**src/rtl/imem_loader.sv**
```systemverilog
// imem_loader: receives a program image as a byte stream and writes it into
// instruction memory. The CPU is held in reset until the whole image is loaded.
//
// Stream format: a 16-bit word count N (high byte first), then N instruction
// words of 4 bytes each, MSB first.
//
// Ports
//   clock       single system clock; all state updates on its rising edge
//   reset       synchronous, active-high reset
//   rx_valid    upstream byte valid
//   rx_data     upstream byte
//   rx_ready    loader can accept a byte this cycle
//   imem_we     instruction-memory write strobe (one cycle per word)
//   imem_addr   byte address of the write, word-aligned
//   imem_wdata  instruction word to write
//   cpu_reset   reset to the CPU; high in every state except DONE
//   done        program fully loaded
//   error       header word count exceeds capacity
module imem_loader #(
  parameter int unsigned ADDR_WIDTH = 8
) (
  input  logic        clock,
  input  logic        reset,
  input  logic        rx_valid,
  input  logic [7:0]  rx_data,
  output logic        rx_ready,
  output logic        imem_we,
  output logic [31:0] imem_addr,
  output logic [31:0] imem_wdata,
  output logic        cpu_reset,
  output logic        done,
  output logic        error
);

  // One extra index bit so a full-capacity load can count up to 2^ADDR_WIDTH.
  localparam int unsigned IdxW = ADDR_WIDTH + 1;
  localparam logic [31:0] Capacity = 32'(1) << ADDR_WIDTH;

  typedef enum logic [2:0] {
    StHdrHi,
    StHdrLo,
    StData,
    StWrite,
    StDone,
    StError
  } state_e;

  state_e            state_q, state_d;
  logic [7:0]        hdr_hi_q, hdr_hi_d;
  logic [15:0]       count_q, count_d;
  logic [IdxW-1:0]   idx_q, idx_d;
  logic [1:0]        byte_cnt_q, byte_cnt_d;
  logic [31:0]       word_q, word_d;

  logic              accept;
  logic [15:0]       hdr_count;
  logic [IdxW-1:0]   idx_inc;

  assign accept    = rx_valid && rx_ready;
  assign hdr_count = {hdr_hi_q, rx_data};
  assign idx_inc   = idx_q + {{ADDR_WIDTH{1'b0}}, 1'b1};

  // State and datapath registers.
  always_ff @(posedge clock) begin
    if (reset) begin
      state_q    <= StHdrHi;
      hdr_hi_q   <= '0;
      count_q    <= '0;
      idx_q      <= '0;
      byte_cnt_q <= '0;
      word_q     <= '0;
    end else begin
      state_q    <= state_d;
      hdr_hi_q   <= hdr_hi_d;
      count_q    <= count_d;
      idx_q      <= idx_d;
      byte_cnt_q <= byte_cnt_d;
      word_q     <= word_d;
    end
  end

  // Next-state and datapath update.
  always_comb begin
    state_d    = state_q;
    hdr_hi_d   = hdr_hi_q;
    count_d    = count_q;
    idx_d      = idx_q;
    byte_cnt_d = byte_cnt_q;
    word_d     = word_q;

    unique case (state_q)
      StHdrHi: begin
        if (accept) begin
          hdr_hi_d = rx_data;
          state_d  = StHdrLo;
        end
      end

      StHdrLo: begin
        if (accept) begin
          count_d = hdr_count;
          if (hdr_count == 16'd0) begin
            state_d = StDone;
          end else if (32'(hdr_count) > Capacity) begin
            state_d = StError;
          end else begin
            idx_d      = '0;
            byte_cnt_d = '0;
            state_d    = StData;
          end
        end
      end

      StData: begin
        if (accept) begin
          word_d     = {word_q[23:0], rx_data};
          // Two-bit counter wraps back to 0 after the 4th byte, ready for the next word.
          byte_cnt_d = byte_cnt_q + 2'd1;
          if (byte_cnt_q == 2'd3) begin
            state_d = StWrite;
          end
        end
      end

      StWrite: begin
        idx_d   = idx_inc;
        state_d = (32'(idx_inc) == 32'(count_q)) ? StDone : StData;
      end

      StDone, StError: begin
        // Terminal until reset.
      end

      default: begin
        state_d = StHdrHi;
      end
    endcase
  end

  // Outputs decoded from state and registered datapath only.
  always_comb begin
    rx_ready   = 1'b0;
    imem_we    = 1'b0;
    cpu_reset  = 1'b1;
    done       = 1'b0;
    error      = 1'b0;
    imem_addr  = 32'({idx_q, 2'b00});
    imem_wdata = word_q;

    unique case (state_q)
      StHdrHi, StHdrLo, StData: rx_ready = 1'b1;
      StWrite:                  imem_we  = 1'b1;
      StDone: begin
        done      = 1'b1;
        cpu_reset = 1'b0;
      end
      StError:                  error    = 1'b1;
      default: begin
        // Safe defaults already applied.
      end
    endcase
  end

endmodule

```
**config.mk**
```make
export PLATFORM = sky130hd
export DESIGN_NAME = imem_loader
export DESIGN_NICKNAME = d
export VERILOG_FILES = /design/src/rtl/imem_loader.sv
export SDC_FILE = /design/constraint.sdc
export NUM_CORES = 1
export LEC_CHECK = 0
export BUFFER_PORTS_ARGS = -buffer_cell sky130_fd_sc_hd__buf_4
export CORE_MARGIN = 8
export CORE_UTILIZATION = 50
export CTS_BUF_LIST = sky130_fd_sc_hd__clkbuf_8
export DETAILED_ROUTE_END_ITERATION = 12
export PLACE_DENSITY = 0.79
export SYNTH_ARGS = -nofsm -noshare
export SYNTH_HDL_FRONTEND = slang
export SYNTH_SLANG_ARGS = --single-unit
```
**constraint.sdc**
```tcl
create_clock -name clock -period 2.2 [get_ports clock]
set_clock_uncertainty 0.15 [all_clocks]
set_input_delay 0.66 -clock clock [delete_from_list [all_inputs] [get_ports clock]]
set_output_delay 0.66 -clock clock [all_outputs]
set_load 0.005 [all_outputs]
```
* After elaboration in Yosys (flattened, before gate mapping)
Index checks and enable logic that the tools add are counted.
Widths: inputs -> output; s select.
** Cells by class
- Bitwise logic cells :: 1
- Reductions and logical operators :: 13
- Add/sub/neg operators :: 2
- Muxes and demuxes :: 22
- Magnitude comparators :: 1
- Equality and inequality tests :: 13
** Operator list (number)
- $mux 9 :: 3
- $mux 3 :: 7
- $pmux 9 s2 :: 1
- $eq 9x16->1 :: 1
- $gt 16x9->1 const B :: 1
- $logic_not 16->1 :: 1
- $pmux 3 s5 :: 1
- $ne 2x2->1 const B :: 6
- $reduce_and 5->1 :: 2
- $add 9x1->9 const B :: 1
- $mux 2 :: 4
- $eq 3x2->1 const B :: 2
- $eq 3x3->1 const B :: 2
- $reduce_and 2->1 :: 3
- $mux 1 :: 5
- $pmux 2 s2 :: 1
- $reduce_and 4->1 :: 1
- $reduce_bool 2->1 :: 2
- $eq 3x1->1 const B :: 1
- $logic_not 3->1 :: 1
- $reduce_or 3->1 :: 1
- $add 2x1->2 const B :: 1
- $eq 2x2->1 const B :: 1
- $reduce_or 2->1 :: 1
- other kinds (2) :: 2
** Word-level totals
- Word-level logic and storage cells :: 58
- Input bits :: 11
- Bits in registers :: 70

* Longest topological paths before layout
Gate-level depths: netlist of the first run.
- Depth after elaboration :: 6
- Depth in mapped cells :: 7
- Gate-level depth less buffers :: 6

* Worst setup path after synthesis of the first run
No wires, ideal clock.
- Path type :: input-to-reg
- From :: input port rx_data[0]
- To :: register idx_q[6]
- Stages on the path :: 5
- Data required time :: 1919 ps
- Arrival :: 2029 ps
- Path buffers :: 0
- Setup slack :: -110 ps
- Setup time :: 131 ps
- Path through :: or4_1 > o21ai_1 > a41oi_4 > o31ai_1 > a21oi_1
** On the way
- Cells in the longest elaborated chain, start to end :: 3
** Ends and longest elaborated chain
- from (decl) :: line 25 : input logic [7:0] rx_data,
- $gt 16x9->1 or $logic_not 16->1 (tied branches) :: line 104, 102
- $ne 2x2->1 (no source line)
- $reduce_and 4->1 (no source line) *
- to (signal assigned) :: line 76 : idx_q <= idx_d;
- to (decl) :: line 51 : logic [IdxW-1:0] idx_q, idx_d;
Mark *: on every way between the ends. The rest lies on a longest branch, timed or not.
A chain may end at the register's enable or synchronous reset.

* Worst setup path after layout of the first run
- From :: register state_q[1]
- To :: output port error
** On the way
- Cells in the longest elaborated chain, start to end :: 2
** Ends and longest elaborated chain
- from (decl) :: line 48 : state_e state_q, state_d;
- from (signal assigned) :: line 66 : state_q <= StHdrHi;
- from (signal assigned) :: line 73 : state_q <= state_d;
- $eq 3x3->1 :: line 150 : unique case (state_q)
- $mux 1 :: line 150
- to (decl) :: line 32 : output logic error
No other way between the ends.

==> reports/metrics.csv, run 1 <==
metric;value;unit
first_global_vias;2739;
timing.reg2reg.setup_slack;0.16;ns
grt_start_max_net_pins;34;
finalCritPeriodShare;95.4;%
critPathMaxFanout;9;
antennaDiodeCount;0;
die_area;0.00916;mm^2
fp-row-count;29;
io_count;80;
worst_path_largest_cell_delay;0.53;ns
worst_r2r_dst;state_q[1];
track_usage;18.6;%
cts_made_buffers;9;
vias;2907;
post_detailed_route_via_to_cell_ratio;5.22;
yosysSeqAreaShare;44.1;%
drtIter0Drc;309;
clockRootBuffer;sky130_fd_sc_hd__clkbuf_8;
whs_endpoint;imem_wdata[30];
final.min_clock_period;2.10;ns
slew_viol_final;0;
vdd.ir_drop.worst;0.398;mV
synth_area;0.00318;mm^2
seqCellArea;0.00140;mm^2
report.final.setup_viol;0;
critical_path.top_delay_family;flip-flops;
ctsHtreeMaxLevel;3;
yosysWarnings;0;
fillers;545;
die-height;95.7;um
postCtsHoldBufs;0;
status;finished, final reports clean;
post_synthesis_average_cell_area;7.76;um^2
hold-path-cell-count;2;
cp_cell_sequence;nor2b_2 > and2_1 > buf_4;
insertion_delay;0.35;ns
synth.distinct_cells;41;
average_wire_length_per_cell_after_detail_routing;14.8;um
start_util;50.9;%
port_buffers;56;
worst_hold_path_type;flip-flop to flip-flop;
grt_setup_unrepaired;no;
route.final.wire_length;8.24;mm
multi_input_comb_area;0.00163;mm^2
crit_type;flip-flop to output pin;
area_delta_synth_final;23.7;%
worst_hold_slack;0.305;ns
timing.critical_path.from_type;flip-flop;
cts.sink_count;70;
max_cap_viol_count;0;
startpoint;state_q[1];
r2r_cells;5;
final-hold-violation-count;0;
grt_remaining_overflow;0;
total_power;2.68;mW
fin_setup_tns;0;ns
detailedPlacementHpwl;6.06;mm
clock_tree_from_tritoncts;built;
maxClockFrequency;476;MHz
ys_ff_latch;70;
drt-pass1-iter-count;5;
postPlaceCellArea;0.00373;mm^2
drive_above_1_share;22.3;%
timing.critical_path.arrival;1.29;ns
critical-path-slowest-cell;sky130_fd_sc_hd__dfxtp_1;
finish.instance_area;0.00393;mm^2
cts_max_path_buffers;2;
path_buf_inv;1;
route.detailed.drc;0;
post_synth_inst_count;409;
antenna_found_initial;0;
setup.worst_path.end_class;output pin;
globalplace.congestion;0.839;
final_antenna_net_count;0;
clk_pin_slew;0.07;ns
nNetsFinal;488;
cellLeakagePower;1.56;nW
grt_first_pass_wirelength;13.2;mm
hp-start;imem_wdata[30];
chipWidth;95.7;um
powerDensity;682;mW/mm^2
placeableCoreArea;0.00624;mm^2
cp.required;1.39;ns
rr_startpoint;hdr_hi_q[4];
[worst reg2reg max path, cell delays in order (launching register included)]
cell and delay, ns:
sky130_fd_sc_hd__dfxtp_1 0.35, sky130_fd_sc_hd__or4_4 0.57, sky130_fd_sc_hd__or4_4 0.58, sky130_fd_sc_hd__a21oi_2 0.13
sky130_fd_sc_hd__o21a_1 0.11, sky130_fd_sc_hd__o21a_1 0.10
[cells by family (layout without fill, tap and decap cells)]
family          Yosys count  in the layout  share of synthesized area [%]
fa+ha+maj                 2              2                          0.788
buf+inv                  47             96                           8.39
other cells               1             23                          0.118
simple gates            186            186                           26.6
compound gates           86             86                           15.3
flops                    70             70                           44.1
xor+xnor                 17             17                           4.69
[layer usage]
metal	GRT usage [%]	vias up	part of all wire, %
li1	-	1456	-
met1	23.1	1337	42
met2	29.8	97	49
met3	4.60	17	6.5
met4	8.71	0	2.3
met5	0	-	0
[synthesized netlist by cell type, drive strengths merged]
master    n  area [um^2]
or4       4         37.5
nand2   123          462
ha        2         25.0
and2      3         18.8
or4b      1         10.0
xnor2    11         96.3
a41oi     3         45.1
o21a      2         15.0
nor2b     3         18.8
dfxtp    70         1400
nand2b    3         18.8
clkbuf   19         71.3
a22oi     2         15.0
buf      24          180
a31o      1         8.76
nor3b     1         7.51
o211ai    1         7.51
a21oi    64          320
nor4      4         40.0
nor3      6         30.0
xor2      6         52.6
and4      2         17.5
nand3     6         30.0
and3b     1         8.76
nand4     3         18.8
or3       4         30.0
o31ai     1         7.51
o22ai     3         18.8
nand3b    1         7.51
inv       4         15.0
o21bai    1         7.51
nor2     19         71.3
o21ai     8         40.0
nor4b     2         17.5
conb      1         3.75
[stage by stage]
step / std cells / utilization (%) / setup slack (ns)
after floorplan: 431 / - / -0.0299
after global placement: 541 / 59.7 / -0.213
after detailed placement: 541 / 59.7 / -0.248
after CTS: 557 / 62.9 / 0.0146
after global routing: 557 / 62.9 / 0.0234
final: 557 / 62.9 / 0.101
[power breakdown]
group | leakage [nW] | internal (mW) | total, mW | switching [mW]
sequential | 0.566 | 1.30 | 1.34 | 0.0360
combinational | 0.882 | 0.136 | 0.335 | 0.199
clock | 0.110 | 0.542 | 1.01 | 0.465
[worst max path at each step]
stage	to	slack, ns	cells after the start
4_1_cts	done	0.01	4
3_5_place_dp	idx_q[6]	-0.25	6
2_1_floorplan	state_q[1]	-0.03	5
3_3_place_gp	idx_q[6]	-0.21	6
6_report	error	0.10	3
5_1_grt	imem_we	0.02	4
[sequential cells by signal, summed over array words and instances (netlist names)]
signal,count
byte_cnt_q,2
count_q,16
hdr_hi_q,8
idx_q,9
imem_wdata,32
state_q,3
[cell usage in the layout, fill, tap and decap left out, drive strengths merged, types with 2 or more instances in the layout]
cell type,synthesis,routed
and4,2,2
a41oi,3,3
o22ai,3,3
nor4b,2,2
inv,4,7
xnor2,11,11
a22oi,2,2
nand4,3,3
o21ai,8,8
or3,4,4
nand2,123,123
dfxtp,70,70
o21a,2,2
xor2,6,6
ha,2,2
clkinv,0,2
nor2b,3,3
nor4,4,4
conb,1,23
buf,24,76
a21oi,64,64
nor3,6,6
and2,3,3
or4,4,4
nand3,6,6
clkbuf,19,10
nand2b,3,3
nor2,19,19
[area by class of cell]
class	count	area share, %
clock buffers	10	3.50
repair buffers	76	15.2
clock inverters	6	1.40
flip-flops and latches	70	35.7
inverters	4	0.382
well taps	77	2.45
multi-input cells	314	41.4
[repair_timing]
item	CTS	global route
setup buffers	0	0
endpoints found under the setup margin	4	4
resized for setup	3	2
Power figures use the tool's default switching activity.
==> run 2, diff against run 1 <==
PLACE_DENSITY = 0.82   (was 0.79)
==> run 2 against run 1 <==
Compared with the run above:
- via count is 4.3% higher
- non-clock buffer count grew 2
- sequential power about the same
- utilization grew 0.86 points
- total power is 7.4% higher
- global-route usage rose by 0.25 points
- combinational power grew 7.2%
- worst setup slack lost 0.055 ns
- largest cell class unchanged
==> reports/metrics.csv, run 2 (synthesized netlist as in run 1, its figures left out) <==
metric;value;unit
post_detailed_route_via_to_cell_ratio;5.42;
chipWidth;95.7;um
vdd.ir_drop.worst;0.606;mV
drtIter0Drc;271;
final.min_clock_period;2.15;ns
track_usage;18.9;%
crit_type;input port to flip-flop;
drive_above_1_share;23.9;%
critical-path-slowest-cell;sky130_fd_sc_hd__or4_4;
cp.required;2.34;ns
worst_path_largest_cell_delay;0.55;ns
final_common_cell;sky130_fd_sc_hd__nand2_1;
grt_setup_unrepaired;no;
globalplace.congestion;0.849;
final_antenna_net_count;0;
finalCritPeriodShare;97.9;%
route.detailed.drc;0;
antenna_found_initial;0;
hp-start;imem_wdata[27];
start_util;50.9;%
timing.critical_path.arrival;2.29;ns
antennaDiodeCount;0;
die_area;0.00916;mm^2
detailedPlacementHpwl;6.11;mm
maxClockFrequency;464;MHz
status;finished, final reports clean;
hold-path-cell-count;2;
cts_max_path_buffers;2;
finalWorstSetupSlack;0.0462;ns
ctsHtreeMaxLevel;3;
drt-pass1-iter-count;5;
grt_start_max_net_pins;37;
post-route-util;63.8;%
max_cap_viol_count;0;
average_wire_length_per_cell_after_detail_routing;15.4;um
fp-row-count;29;
setup.worst_path.end_class;flip-flop;
nNetsFinal;490;
insertion_delay;0.34;ns
top_library_cells_by_usage_in_the_layout_fill_and_taps_aside;sky130_fd_sc_hd__nand2_1, sky130_fd_sc_hd__buf_4, sky130_fd_sc_hd__dfxtp_1;
route.final.wire_length;8.60;mm
timing.critical_path.from_type;input port;
port_buffers;56;
largest_reg_flops;32;
clockRootBuffer;sky130_fd_sc_hd__clkbuf_8;
io_count;80;
slew_viol_final;0;
critical_path.top_delay_family;simple AND/OR/NAND/NOR gates;
worst_hold_path_type;flip-flop to flip-flop;
rr_startpoint;hdr_hi_q[5];
path_buf_inv;1;
cp_cell_sequence;buf_4 > or4_4 > or4_4 > a21oi_2 > o21a_1 > o21a_1;
post_placement_setup_slack;-0.275;ns
cts_made_buffers;9;
grt_remaining_overflow;0;
first_global_vias;2808;
powerDensity;722;mW/mm^2
grt_first_pass_wirelength;13.5;mm
cellLeakagePower;1.57;nW
area_delta_synth_final;25.4;%
startpoint;rx_data[1];
r2r_cells;5;
report.final.setup_viol;0;
critPathMaxFanout;4;
die-height;95.7;um
final-hold-violation-count;0;
clock_tree_from_tritoncts;built;
critical_path_cell_count;6;
cts.sink_count;70;
postCtsHoldBufs;0;
clk_pin_slew;0.08;ns
vias;3032;
placeableCoreArea;0.00624;mm^2
run 2: metrics by stage:
stage	TNS [ns]	hold slack (ns)	std cells	total power, mW	cell area, um^2
floorplan	-0.0733	0.286	431	1.60	3280
global placement	-2.29	0.294	542	1.68	3720
detailed placement	-2.86	0.299	542	1.70	3720
CTS	0	0.310	558	2.88	3960
global route	0	0.325	559	2.98	3980
finish	0	0.311	559	2.88	3980
run 2: repair_timing:
item | CTS | global route
setup buffers | 0 | 1
endpoints found under the setup margin | 4 | 6
gates resized for setup | 4 | 5
pin swaps | 0 | 4
run 2: layout make-up:
cell class	count	area, um^2
Timing Repair Buffer	78	602
Inverter	4	15.0
Clock buffer	11	151
Fill cell	525	2260
Multi-Input combinational cell	314	1630
Clock inverter	5	81.3
Sequential cell	70	1410
Tap cell	77	96.3
run 2: worst register-to-register path: stages (launching register included):
cell,delay [ns]
sky130_fd_sc_hd__dfxtp_2,0.34
sky130_fd_sc_hd__or4_4,0.57
sky130_fd_sc_hd__or4_4,0.59
sky130_fd_sc_hd__a21oi_2,0.14
sky130_fd_sc_hd__o21a_1,0.15
sky130_fd_sc_hd__o21a_1,0.13
run 2: path summary, 6_finish.rpt:
check                                       to  slack [ns]
worst min-delay path            imem_wdata[27]        0.31
worst max register to register      state_q[1]        0.08
worst max-delay path                state_q[1]        0.05
worst min register to register  imem_wdata[27]        0.31
run 2: report_power, final:
| group | leakage, nW | switching, mW | internal (mW) |
|---|---|---|---|
| Clock | 0.116 | 0.480 | 0.700 |
| Sequential | 0.567 | 0.0372 | 1.30 |
| Combinational | 0.886 | 0.210 | 0.149 |
run 2: metal layers:
layer / global-route usage [%] / up-vias / wire [um]
met5: 0 / - / 0
met4: 11.0 / 0 / 222
met3: 3.28 / 23 / 542
met2: 31.8 / 112 / 4400
met1: 22.1 / 1429 / 3440
li1: - / 1468 / -
==> run 3, diff against run 2 <==
CORE_UTILIZATION = 59   (was 50)
PLACE_DENSITY = 0.9   (was 0.82)
clock period = 2.6 ns   (was 2.2 ns; I/O delays follow)
==> run 3 against run 2 <==
Compared with the run above:
- die area fell by 13%
- non-clock buffer count fell by 8
- register-to-register slack improved by 0.37 ns
- final cell count fell by 2.9%
- sequential power fell by 16%
- combinational power fell by 25%
- clock-buffer cell count fell by 2
- utilization rose by 12 points
- design area fell by 2.5%
- critical path type is now flip-flop to output pin
- critical endpoint is now imem_we
- largest cell class unchanged
==> reports/metrics.csv, run 3 (synthesized netlist as in run 1, its figures left out) <==
metric;value;unit
status;finished, final reports clean;
drtIter0Drc;222;
postCtsHoldBufs;0;
insertion_delay;0.35;ns
globalplace.congestion;0.887;
cellLeakagePower;1.53;nW
grt_remaining_overflow;0;
die_area;0.00799;mm^2
total_power;2.54;mW
tightest_slew;0.699;ns
crit_type;flip-flop to output pin;
fillers;374;
timing.reg2reg.setup_slack;0.45;ns
worst_hold_path_type;flip-flop to flip-flop;
fin_setup_tns;0;ns
finish.instance_area;0.00388;mm^2
cp_cell_sequence;nor2b_1 > nand2_1 > inv_1 > buf_4;
powerDensity;653;mW/mm^2
track_usage;21.8;%
timing.critical_path.arrival;1.49;ns
final_antenna_net_count;0;
final.min_clock_period;2.42;ns
critPathMaxFanout;10;
antennaDiodeCount;0;
cts.sink_count;70;
cts-resized-gates;0;
average_wire_length_per_cell_after_detail_routing;15.7;um
cts_made_buffers;9;
worst_path_largest_cell_delay;0.39;ns
chipWidth;89.4;um
largest_reg_flops;32;
drt-pass1-iter-count;5;
port_buffers;56;
grt_setup_unrepaired;no;
timing.critical_path.from_type;flip-flop;
route.detailed.drc;0;
max_cap_viol_count;0;
worst_r2r_dst;state_q[1];
clock_tree_from_tritoncts;built;
ctsHtreeMaxLevel;3;
hold-path-cell-count;2;
io_count;80;
critical-path-slowest-cell;sky130_fd_sc_hd__dfxtp_1;
rr_startpoint;hdr_hi_q[4];
nNetsFinal;482;
die-height;89.4;um
setup.worst_path.end_class;output pin;
slew_viol_final;0;
worst_slew_margin_rel;53.4;%
number_of_buffers_inserted_to_repair_setup_after_cts;0;
detailedPlacementHpwl;5.65;mm
first_global_vias;2776;
place_inst;528;
antenna_found_initial;0;
hp-start;imem_wdata[28];
placeableCoreArea;0.00514;mm^2
critical_path.top_delay_family;simple AND/OR/NAND/NOR gates;
report.final.setup_viol;0;
drive_above_1_share;19.7;%
top_library_cells_by_usage_in_the_layout_fill_and_taps_aside;sky130_fd_sc_hd__nand2_1, sky130_fd_sc_hd__dfxtp_1, sky130_fd_sc_hd__buf_4;
post_layout_nonfiller_instances;543;
grt_first_pass_wirelength;13.4;mm
clk_pin_slew;0.07;ns
area_delta_synth_final;22.3;%
vias;3045;
fp-row-count;26;
finalCritPeriodShare;93.2;%
r2r_cells;5;
route.final.wire_length;8.51;mm
final-hold-violation-count;0;
vdd.ir_drop.worst;0.592;mV
cp.required;1.67;ns
path_buf_inv;2;
start_util;61.8;%
postPlaceCellArea;0.00362;mm^2
post_detailed_route_via_to_cell_ratio;5.61;
whs_endpoint;imem_wdata[28];
post-route-util;75.6;%
cts_max_path_buffers;2;
clockRootBuffer;sky130_fd_sc_hd__clkbuf_8;
grt_start_max_net_pins;69;
maxClockFrequency;413;MHz
final_common_cell;sky130_fd_sc_hd__nand2_1;
==> run 3: cell types whose count changed in the layout (fill, tap and decap cells not counted), moves of 2 or more <==
| cell | before | now |
|---|---|---|
| sky130_fd_sc_hd__clkbuf_8 | 11 | 9 |
| sky130_fd_sc_hd__or4_1 | 0 | 2 |
| sky130_fd_sc_hd__nor2b_1 | 1 | 3 |
| sky130_fd_sc_hd__bufinv_16 | 2 | 4 |
| sky130_fd_sc_hd__dfxtp_2 | 3 | 0 |
| sky130_fd_sc_hd__dfxtp_1 | 67 | 70 |
| sky130_fd_sc_hd__buf_4 | 76 | 70 |
| sky130_fd_sc_hd__or4_4 | 4 | 2 |
| sky130_fd_sc_hd__nor2b_2 | 2 | 0 |
==> run 3: worst max path at each step <==
stage / from / to / depth (start not counted)
after detailed placement: rx_data[0] / state_q[1] / 6
after floorplan: rx_data[0] / idx_q[6] / 5
after global placement: rx_data[0] / idx_q[6] / 6
final: state_q[2] / imem_we / 4
after CTS: state_q[2] / imem_we / 4
after global routing: state_q[2] / imem_we / 4
==> run 3: layout make-up <==
cell class,instances,area (um^2),area share [%]
inverters,4,15.0,0.387
multi-input cells,314,1600,41.1
flip-flops and latches,70,1400,36.1
clock inverters,6,135,3.48
clock buffers,9,124,3.19
repair buffers,70,526,13.5
well taps,70,87.6,2.26
==> run 3: worst reg2reg max path, delay by kind of cell (launching register included) <==
| kind | cells | cell delay [ns] |
|---|---|---|
| and+or+nand+nor | 2 | 1.15 |
| AOI/OAI and AO/OA | 3 | 0.46 |
| DFF | 1 | 0.34 |
==> run 3: per-stage QoR <==
step                setup slack [ns]  hold WS, ns
CTS                            0.194        0.308
floorplan                      0.170        0.286
global placement             -0.0178        0.293
finish                         0.177        0.306
detailed placement           -0.0756        0.298
global route                  0.0829        0.328
==> run 3: routing by layer <==
layer / GRT usage, % / up-vias / routed length [um] / share of wire (%)
li1: - / 1436 / - / -
met1: 25.5 / 1425 / 3320 / 39
met2: 36.2 / 161 / 4110 / 48
met3: 5.51 / 23 / 851 / 10
met4: 10.7 / 0 / 227 / 2.7
met5: 0 / - / 0 / 0
==> run 3: report_power, final <==
part | total, mW | switching, mW | internal [mW]
registers | 1.13 | 0.0314 | 1.10
clock network | 1.14 | 0.409 | 0.728
logic | 0.269 | 0.166 | 0.103
